**src/rtl/rolling_sum_mw.sv**
```systemverilog
// Rolling boxcar sum over NSAMP-wide sample groups with run-time window,
// pause gating, window-change refill and optional output clipping.
module rolling_sum_mw #(
  parameter int NSAMP     = 4,
  parameter int INBITS    = 14,
  parameter int MAXGROUPS = 16,
  parameter int OUTBITS   = 20,
  localparam int WLBITS   = $clog2(MAXGROUPS + 1),
  localparam int GSBITS   = INBITS + $clog2(NSAMP),
  localparam int ACCBITS  = GSBITS + WLBITS
) (
  input  logic                      clk,
  input  logic                      reset_n,
  input  logic [NSAMP*INBITS-1:0]   d_in,
  input  logic                      pause,
  input  logic [WLBITS-1:0]         win_len,
  output logic                      valid_out,
  output logic                      sum_strobe,
  output logic signed [OUTBITS-1:0] sum,
  output logic                      sat
);

  localparam int HB = (MAXGROUPS > 1) ? $clog2(MAXGROUPS) : 1;

  localparam logic [0:0] FILLING = 1'b0;
  localparam logic [0:0] ROLLING = 1'b1;

  logic [0:0]                state;
  logic signed [GSBITS-1:0]  gs;
  logic                      gs_v;
  logic signed [GSBITS-1:0]  hist [MAXGROUPS];
  logic signed [ACCBITS-1:0] acc;
  logic [WLBITS-1:0]         count;
  logic [WLBITS-1:0]         win_len_q;

  logic signed [GSBITS-1:0]  gs_c;
  logic signed [ACCBITS-1:0] acc_nx;
  logic signed [ACCBITS-1:0] sub;
  logic signed [OUTBITS-1:0] sum_nx;
  logic                      sat_nx;
  logic [WLBITS-1:0]         wl_c;
  logic [WLBITS-1:0]         cnt_nx;
  logic [HB-1:0]             tap;
  logic                      wl_chg;

  always_comb begin
    gs_c = '0;
    for (int i = 0; i < NSAMP; i++) begin
      gs_c = gs_c + GSBITS'($signed(d_in[i*INBITS +: INBITS]));
    end
  end

  always_comb begin
    wl_c = win_len;
    if (win_len == '0) begin
      wl_c = WLBITS'(1);
    end else if (win_len > WLBITS'(MAXGROUPS)) begin
      wl_c = WLBITS'(MAXGROUPS);
    end
  end

  assign wl_chg = (wl_c != win_len_q);
  assign cnt_nx = count + 1'b1;
  assign tap    = HB'(win_len_q - 1'b1);

  // Oldest in-window group leaves before the history shift.
  always_comb begin
    sub = '0;
    if (state == ROLLING) begin
      sub = ACCBITS'(hist[tap]);
    end
    acc_nx = acc + ACCBITS'(gs) - sub;
  end

  generate
    if (OUTBITS >= ACCBITS) begin : g_ext
      assign sum_nx = OUTBITS'(acc_nx);
      assign sat_nx = 1'b0;
    end else begin : g_clip
      localparam logic signed [ACCBITS-1:0] HI =
        ACCBITS'((64'sd1 <<< (OUTBITS - 1)) - 64'sd1);
      localparam logic signed [ACCBITS-1:0] LO = ~HI;
      always_comb begin
        sum_nx = acc_nx[OUTBITS-1:0];
        sat_nx = 1'b0;
        if (acc_nx > HI) begin
          sum_nx = HI[OUTBITS-1:0];
          sat_nx = 1'b1;
        end else if (acc_nx < LO) begin
          sum_nx = LO[OUTBITS-1:0];
          sat_nx = 1'b1;
        end
      end
    end
  endgenerate

  always_ff @(posedge clk) begin
    if (!reset_n) begin
      state      <= FILLING;
      gs         <= '0;
      gs_v       <= 1'b0;
      acc        <= '0;
      count      <= '0;
      win_len_q  <= wl_c;
      valid_out  <= 1'b0;
      sum_strobe <= 1'b0;
      sum        <= '0;
      sat        <= 1'b0;
      for (int i = 0; i < MAXGROUPS; i++) begin
        hist[i] <= '0;
      end
    end else begin
      gs         <= gs_c;
      gs_v       <= !pause;
      sum_strobe <= 1'b0;
      if (gs_v) begin
        hist[0] <= gs;
        for (int i = 1; i < MAXGROUPS; i++) begin
          hist[i] <= hist[i-1];
        end
      end
      if (wl_chg) begin
        win_len_q <= wl_c;
        acc       <= '0;
        count     <= '0;
        valid_out <= 1'b0;
        state     <= FILLING;
        sum       <= '0;
        sat       <= 1'b0;
      end else if (gs_v) begin
        acc        <= acc_nx;
        sum        <= sum_nx;
        sat        <= sat_nx;
        sum_strobe <= 1'b1;
        if (state == FILLING) begin
          count <= cnt_nx;
          if (cnt_nx == win_len_q) begin
            state     <= ROLLING;
            valid_out <= 1'b1;
          end
        end
      end
    end
  end

endmodule

```
**config.mk**
```make
export PLATFORM = sky130hd
export DESIGN_NAME = rolling_sum_mw
export DESIGN_NICKNAME = d
export VERILOG_FILES = /design/src/rtl/rolling_sum_mw.sv
export SDC_FILE = /design/constraint.sdc
export NUM_CORES = 1
export LEC_CHECK = 0
export ABC_AREA = 1
export CAP_MARGIN = 15
export CORE_MARGIN = 2
export CORE_UTILIZATION = 25
export CTS_CLUSTER_SIZE = 14
export DETAILED_ROUTE_END_ITERATION = 12
export SLEW_MARGIN = 10
export SYNTH_ARGS = -nofsm -noshare
export SYNTH_HDL_FRONTEND = slang
export SYNTH_SLANG_ARGS = --single-unit
```
**constraint.sdc**
```tcl
create_clock -name clk -period 12 [get_ports clk]
set_input_delay 2.4 -clock clk [delete_from_list [all_inputs] [get_ports clk]]
set_output_delay 2.4 -clock clk [all_outputs]
set_load 0.005 [all_outputs]
```
==> results of run 1 <==
-- worst min-delay path by stage --
stage | endpoint | slack [ns] | depth (start not counted)
floorplan | acc[2] | 0.45 | 2
global placement | acc[4] | 0.46 | 2
detailed placement | sum[19] | 0.46 | 2
CTS | sum[19] | 0.47 | 2
global route | acc[2] | 0.50 | 2
finish | sum[19] | 0.47 | 2
-- cells in the mapped netlist (16+ instances only) --
library cell,number
sky130_fd_sc_hd__nand2_1,467
sky130_fd_sc_hd__inv_1,390
sky130_fd_sc_hd__edfxtp_1,261
sky130_fd_sc_hd__nor2_1,248
sky130_fd_sc_hd__a21oi_1,184
sky130_fd_sc_hd__o21ai_0,112
sky130_fd_sc_hd__dfxtp_1,67
sky130_fd_sc_hd__clkbuf_1,66
sky130_fd_sc_hd__nand3_1,61
sky130_fd_sc_hd__fa_1,49
sky130_fd_sc_hd__ha_1,39
sky130_fd_sc_hd__buf_2,24
sky130_fd_sc_hd__a22oi_1,16
-- sequential cells by signal (all words and copies together) (netlist names), 5 cells and up --
register and count:
win_len_q 5, acc 21, sum 20, hist 256, count 5, gs 16
-- critical path, cell delays in order, from the launching register on --
cell and delay [ns]:
sky130_fd_sc_hd__edfxtp_1 0.49, sky130_fd_sc_hd__inv_2 0.08, sky130_fd_sc_hd__buf_4 0.50, sky130_fd_sc_hd__ha_2 0.41
sky130_fd_sc_hd__inv_2 0.46, sky130_fd_sc_hd__buf_4 0.58, sky130_fd_sc_hd__a21oi_1 0.08, sky130_fd_sc_hd__a22oi_1 0.22
sky130_fd_sc_hd__a21oi_1 0.11, sky130_fd_sc_hd__a311oi_1 0.39, sky130_fd_sc_hd__ha_1 0.31, sky130_fd_sc_hd__inv_1 0.06
sky130_fd_sc_hd__ha_1 0.22, sky130_fd_sc_hd__inv_1 0.10, sky130_fd_sc_hd__fa_1 0.42, sky130_fd_sc_hd__inv_1 0.13
sky130_fd_sc_hd__nand3_1 0.08, sky130_fd_sc_hd__nand3_1 0.19, sky130_fd_sc_hd__nand3b_1 0.16, sky130_fd_sc_hd__nand3_1 0.13
sky130_fd_sc_hd__nand2_1 0.06, sky130_fd_sc_hd__nand2_1 0.08, sky130_fd_sc_hd__nand2_1 0.41, sky130_fd_sc_hd__nand2_1 0.20
sky130_fd_sc_hd__nand2_1 0.06, sky130_fd_sc_hd__nand2_1 0.05, sky130_fd_sc_hd__nand2_1 0.05
-- cells by family after synthesis --
family                   synth area share (%)
AND/OR/NAND/NOR                          17.7
AO/OA/AOI/OAI                            10.9
XOR/XNOR                                 1.02
adder cells (fa/ha/maj)                  8.23
buffers and inverters                    10.7
flip-flops                               51.4
-- layer usage --
metal,GRT usage [%],part of all wire [%],up-vias,routed length [µm]
met3,1.87,4.8,78,1990
met1,15.1,47,6167,19200
met2,18.0,46,272,18900
met5,0,0,-,0
li1,-,-,6729,-
met4,3.99,2.8,0,1170
-- power by group through the flow --
stage | clock (mW) | combinational, mW | sequential, mW
2_1_floorplan | 0 | 0.900 | 1.38
3_3_place_gp | 0 | 1.21 | 1.38
3_5_place_dp | 0 | 1.21 | 1.38
4_1_cts | 1.13 | 1.22 | 1.36
5_1_grt | 1.18 | 1.39 | 1.37
6_report | 1.11 | 1.22 | 1.36
-- layout make-up --
type / instances / area [µm²] / share of cell area, %
Inverter: 403 / 1510 / 7.28
Tap cell: 940 / 1180 / 5.66
Multi-Input combinational cell: 1265 / 6790 / 32.7
Timing Repair Buffer: 99 / 968 / 4.66
Sequential cell: 328 / 9180 / 44.2
Clock buffer: 43 / 948 / 4.57
Clock inverter: 24 / 201 / 0.970
==> insert_results.sql, run 1 <==
INSERT INTO impl_metrics (metric_group, metric, value, unit) VALUES
('timing', 'whs', '0.466', 'ns'),
('placed_design', 'gp_routability_congestion', '0.867', ''),
('outcome', 'status', 'complete, no violations', ''),
('worst_setup_path', 'crit_fanout', '53', ''),
('die', 'dieArea', '73600', 'µm²'),
('synthesis', 'post_synthesis_cell_type_with_the_largest_combined_area', 'sky130_fd_sc_hd__edfxtp_1', ''),
('final_layout', 'final_cells', '3102', ''),
('synthesis', 'synthesis.instances', '2091', ''),
('worst_setup_path', 'capture_point_of_the_worst_path', 'sum[7]', ''),
('clock_network', 'worst_skew_pair.late_latency', '0.55', 'ns'),
('final_layout', 'antennaDiodeCount', '0', ''),
('final_layout', 'area_growth_syn_to_layout', '16.3', '%'),
('worst_setup_path', 'worst-r2r-setup-slack', '5.82', 'ns'),
('hold_path', 'min_path_type', 'register to register', ''),
('final_layout', 'drive_gt1_share', '4.39', '%'),
('hold_path', 'hold_path_startpoint', 'sum[19]', ''),
('detailed_routing', 'count_of_tritonroute_iterations_in_the_first_routing_pass', '7', ''),
('timing', 'timing.setup.tns', '0', 'ns'),
('power_and_ir_drop', 'seqPwrFrac', '36.8', '%'),
('detailed_routing', 'detail_route.wirelength', '41.3', 'mm'),
('timing', 'layout_min_cycle_time', '6.18', 'ns'),
('synthesis', 'seq_area_frac_synth', '51.4', '%'),
('grt', 'number_of_global_route_vias_before_repair', '12700', ''),
('clock_network', 'clk_root_buffer_cell', 'sky130_fd_sc_hd__clkbuf_16', ''),
('grt', 'antenna_violations_before_repair', '0', ''),
('placed_design', 'postPlaceCellArea', '19600', 'µm²'),
('power_and_ir_drop', 'swShare', '36.2', '%'),
('final_layout', 'layout_commonest_cell', 'sky130_fd_sc_hd__nand2_1', ''),
('detailed_routing', 'drc_errors', '0', ''),
('worst_setup_path', 'worst-setup-path-type', 'register to register', ''),
('clock_network', 'cts.sinks', '328', ''),
('worst_setup_path', 'critPathCaptureType', 'register', ''),
('power_and_ir_drop', 'power.static_leakage', '9.18', 'nW'),
('placed_design', 'placement.io_buffers', '86', ''),
('detailed_routing', 'drt-initial-drc-count', '1145', ''),
('synthesis', 'syn-cell-area', '17900', 'µm²'),
('die', 'start_util', '25.4', '%'),
('worst_setup_path', 'timing.critical_path.required', '12.43', 'ns'),
('timing', 'final.setup.worst_slack', '5.82', 'ns'),
('die', 'std_cell_rows', '97', ''),
('final_layout', 'final_util', '29.5', '%'),
('clock_network', 'clk_pin_slew', '0.06', 'ns'),
('die', 'die_w', '271', 'µm'),
('synthesis', 'synth_enable_flop_cells', '261', ''),
('placed_design', 'post-place-ws', '5.85', 'ns'),
('detailed_routing', 'final_antenna_net_count', '0', ''),
('clock_network', 'cts.path.max_buffers', '3', ''),
('placed_design', 'dp.cells', '3035', ''),
('placed_design', 'dpl.hpwl', '27.0', 'mm'),
('synthesis', 'postSynthNetCount', '2243', ''),
('worst_setup_path', 'worst-r2r-cell-count', '26', ''),
('power_and_ir_drop', 'combinationalPowerShare', '33.2', '%'),
('synthesis', 'synthDominantCellAreaShare', '43.9', '%'),
('die', 'io_pins', '87', ''),
('clock_network', 'cts-resized-gates', '0', ''),
('power_and_ir_drop', 'clock_power_share', '30.0', '%'),
('grt', 'grt_start_max_net_pins', '206', ''),
('final_layout', 'final.fill_count', '7538', ''),
('power_and_ir_drop', 'power.switching', '1.33', 'mW'),
('timing', 'max_clock_freq', '0.162', 'GHz'),
('power_and_ir_drop', 'pwr_density_cell', '178', 'nW/µm²'),
('clock_network', 'htreeDepth', '2', ''),
('synthesis', 'synthArstFlopShare', '0', '%'),
('synthesis', 'yosysUniqueCellTypes', '44', ''),
('synthesis', 'ys_top_cells_by_area', 'sky130_fd_sc_hd__edfxtp_1 44%, sky130_fd_sc_hd__nand2_1 9.8%, sky130_fd_sc_hd__inv_1 8.2%', ''),
('final_layout', 'final_net_count', '2286', ''),
('run', 'timing.max_cap.violations', '0', ''),
('detailed_routing', 'drt-wirelength-per-cell', '13.3', 'µm'),
('clock_network', 'cts_hold_buf', '0', ''),
('worst_setup_path', 'regToRegStartpoint', 'win_len_q[0]', ''),
('detailed_routing', 'average_vias_per_placed_instance', '4.27', '');
(Power assumes the default switching activity.)
==> inputs of run 2 (changes only) <==
Clock period 12 ns to 6.4 ns, I/O delays scaled along.
==> insert_results.sql, run 2 (synthesized netlist as in run 1, its figures left out) <==
INSERT INTO impl_metrics (metric_group, metric, value, unit) VALUES
('outcome', 'status', 'complete, no violations', ''),
('grt', 'antenna_violations_before_repair', '0', ''),
('placed_design', 'dpl.hpwl', '27.6', 'mm'),
('timing', 'report.final.slew_viol_count', '0', ''),
('clock_network', 'post-cts-setup-buffers', '0', ''),
('power_and_ir_drop', 'cell_internal_pwr', '4.37', 'mW'),
('placed_design', 'post-place-ws', '1.13', 'ns'),
('timing', 'layout_min_cycle_time', '5.27', 'ns'),
('final_layout', 'largest_reg_flops', '256', ''),
('power_and_ir_drop', 'combinationalPowerShare', '34.0', '%'),
('die', 'io_pins', '87', ''),
('worst_setup_path', 'worst-setup-path-type', 'register to register', ''),
('detailed_routing', 'average_vias_per_placed_instance', '4.28', ''),
('placed_design', 'placement.io_buffers', '86', ''),
('timing', 'timing.final.setup_violations', '0', ''),
('grt', 'grt_start_max_net_pins', '208', ''),
('final_layout', 'final_util', '29.6', '%'),
('final_layout', 'final.fill_count', '7446', ''),
('detailed_routing', 'route.vias.total', '13300', ''),
('clock_network', 'cts_inserted_buffers', '37', ''),
('timing', 'final-hold-violation-count', '0', ''),
('die', 'dieArea', '73600', 'µm²'),
('grt', 'global_route.usage.total', '11.2', '%'),
('detailed_routing', 'drt-initial-drc-count', '1160', ''),
('clock_network', 'worst_skew_pair.late_latency', '0.56', 'ns'),
('timing', 'slew_headroom', '28.3', '%'),
('worst_setup_path', 'timing.critical_path.required', '6.83', 'ns'),
('clock_network', 'cts.path.max_buffers', '3', ''),
('run', 'timing.max_cap.violations', '0', ''),
('worst_setup_path', 'worst-r2r-setup-slack', '1.13', 'ns'),
('timing', 'worst-slew-pin-transition', '1.07', 'ns'),
('timing', 'setup_repair_after_global_routing_missed_its_margin', 'false', ''),
('detailed_routing', 'drc_errors', '0', ''),
('worst_setup_path', 'critPathCaptureType', 'register', ''),
('timing', 'final.setup.worst_slack', '1.13', 'ns'),
('clock_network', 'htreeDepth', '2', ''),
('timing', 'clock-skew-final', '0.0269', 'ns'),
('power_and_ir_drop', 'peakVddDrop', '0.188', 'mV'),
('final_layout', 'drive_gt1_share', '4.39', '%'),
('detailed_routing', 'count_of_tritonroute_iterations_in_the_first_routing_pass', '5', ''),
('power_and_ir_drop', 'swShare', '36.7', '%'),
('timing', 'whs', '0.469', 'ns'),
('timing', 'timing.setup.tns', '0', 'ns'),
('grt', 'grt-ovfl-total', '0', ''),
('grt', 'grt_pass1_wl', '67.6', 'mm'),
('timing', 'max_clock_freq', '0.190', 'GHz'),
('power_and_ir_drop', 'seqPwrFrac', '36.9', '%'),
('grt', 'number_of_global_route_vias_before_repair', '12800', ''),
('detailed_routing', 'drt-wirelength-per-cell', '13.4', 'µm'),
('worst_setup_path', 'crit_fanout', '52', ''),
('timing', 'post-route-period-util', '82.4', '%'),
('clock_network', 'cts-resized-gates', '0', ''),
('final_layout', 'largestRegisters', 'hist (256), acc (21), sum (20)', ''),
('final_layout', 'antennaDiodeCount', '0', ''),
('hold_path', 'min_path_type', 'register to register', ''),
('final_layout', 'most-common-layout-cells', '465 x sky130_fd_sc_hd__nand2_1, 390 x sky130_fd_sc_hd__inv_1, 261 x sky130_fd_sc_hd__edfxtp_1', ''),
('die', 'die_w', '271', 'µm'),
('clock_network', 'clk_pin_slew', '0.06', 'ns'),
('power_and_ir_drop', 'power.switching', '2.54', 'mW'),
('final_layout', 'layout_commonest_cell', 'sky130_fd_sc_hd__nand2_1', ''),
('die', 'std_cell_rows', '97', ''),
('final_layout', 'area_growth_syn_to_layout', '16.6', '%'),
('clock_network', 'cts.sinks', '328', ''),
('clock_network', 'cts_hold_buf', '0', ''),
('power_and_ir_drop', 'clock_power_share', '29.1', '%'),
('power_and_ir_drop', 'power.static_leakage', '9.18', 'nW'),
('die', 'design.core.area', '70400', 'µm²'),
('final_layout', 'reg_with_most_ffs', 'hist', ''),
('die', 'start_util', '25.4', '%'),
('die', 'die_h', '271', 'µm'),
('worst_setup_path', 'crit_path_start_kind', 'register', ''),
('power_and_ir_drop', 'pwr_density_cell', '332', 'nW/µm²'),
('detailed_routing', 'detail_route.wirelength', '41.6', 'mm'),
('placed_design', 'gp_routability_congestion', '0.868', ''),
('clock_network', 'clk_root_buffer_cell', 'sky130_fd_sc_hd__clkbuf_16', ''),
('clock_network', 'cts_tree', 'built', ''),
('final_layout', 'final_net_count', '2289', ''),
('power_and_ir_drop', 'totalPowerFinal', '6.91', 'mW'),
('detailed_routing', 'final_antenna_net_count', '0', ''),
('worst_setup_path', 'crit_arrival', '5.70', 'ns');
[run 2: cell types whose count changed in the layout (fill, tap and decap cells not counted), sizes merged]
cell,previous run,this run
bufinv,3,0
inv,405,403
buf,14,17
clkbuf,43,54
clkinvlp,1,2
clkinv,18,12
[run 2: layout make-up]
cell class | instances | area, µm² | share of cell area [%]
flip-flops and latches | 328 | 9180 | 44.1
multi-input cells | 1265 | 6800 | 32.6
inverters | 403 | 1510 | 7.27
well taps | 940 | 1180 | 5.65
clock buffers | 54 | 1040 | 5.00
repair buffers | 102 | 1020 | 4.88
clock inverters | 14 | 92.6 | 0.445
[run 2: stage by stage]
stage	cell area (µm²)	cells
final	20800	3106
after CTS	20800	3106
after global routing	20800	3106
after floorplan	17900	2091
after detailed placement	19700	3038
after global placement	19700	3038
[run 2: worst max-delay path, stage by stage (launching register included)]
cell and delay, ns:
sky130_fd_sc_hd__edfxtp_1 0.44, sky130_fd_sc_hd__inv_2 0.09, sky130_fd_sc_hd__buf_4 0.51, sky130_fd_sc_hd__nand3_1 0.22, sky130_fd_sc_hd__xor2_2 0.24, sky130_fd_sc_hd__buf_4 0.21
sky130_fd_sc_hd__inv_2 0.28, sky130_fd_sc_hd__o311ai_0 0.26, sky130_fd_sc_hd__nand3_1 0.15, sky130_fd_sc_hd__inv_1 0.15, sky130_fd_sc_hd__fa_1 0.51, sky130_fd_sc_hd__inv_1 0.05
sky130_fd_sc_hd__ha_1 0.37, sky130_fd_sc_hd__nand2_1 0.13, sky130_fd_sc_hd__inv_2 0.07, sky130_fd_sc_hd__nand2_1 0.08, sky130_fd_sc_hd__nor2_1 0.19, sky130_fd_sc_hd__nand3b_1 0.16
sky130_fd_sc_hd__nand3_1 0.13, sky130_fd_sc_hd__nand2_1 0.06, sky130_fd_sc_hd__nand2_1 0.07, sky130_fd_sc_hd__nand2_1 0.40, sky130_fd_sc_hd__nand2_1 0.20, sky130_fd_sc_hd__nand2_1 0.06
sky130_fd_sc_hd__nand2_1 0.05, sky130_fd_sc_hd__nand2_1 0.06
[run 2: path summary, 6_finish.rpt]
path	to	startpoint	cells past startpoint
min reg2reg	acc[4]	acc[4]	2
min	acc[4]	acc[4]	2
max reg2reg	sum[14]	win_len_q[0]	25
max	sum[14]	win_len_q[0]	25
[run 2: routing by layer]
layer	up-vias	global-route usage, %	part of all wire [%]
li1	6737	-	-
met1	6254	15.2	47
met2	247	18.2	47
met3	61	1.95	4.7
met4	0	3.61	2.2
met5	-	0	0
[run 2: power groups by stage]
stage / registers, mW / logic [mW] / clock network, mW
floorplan: 2.58 / 1.69 / 0
global placement: 2.59 / 2.32 / 0
detailed placement: 2.59 / 2.32 / 0
CTS: 2.55 / 2.34 / 2.05
global route: 2.57 / 2.67 / 2.13
finish: 2.55 / 2.35 / 2.01
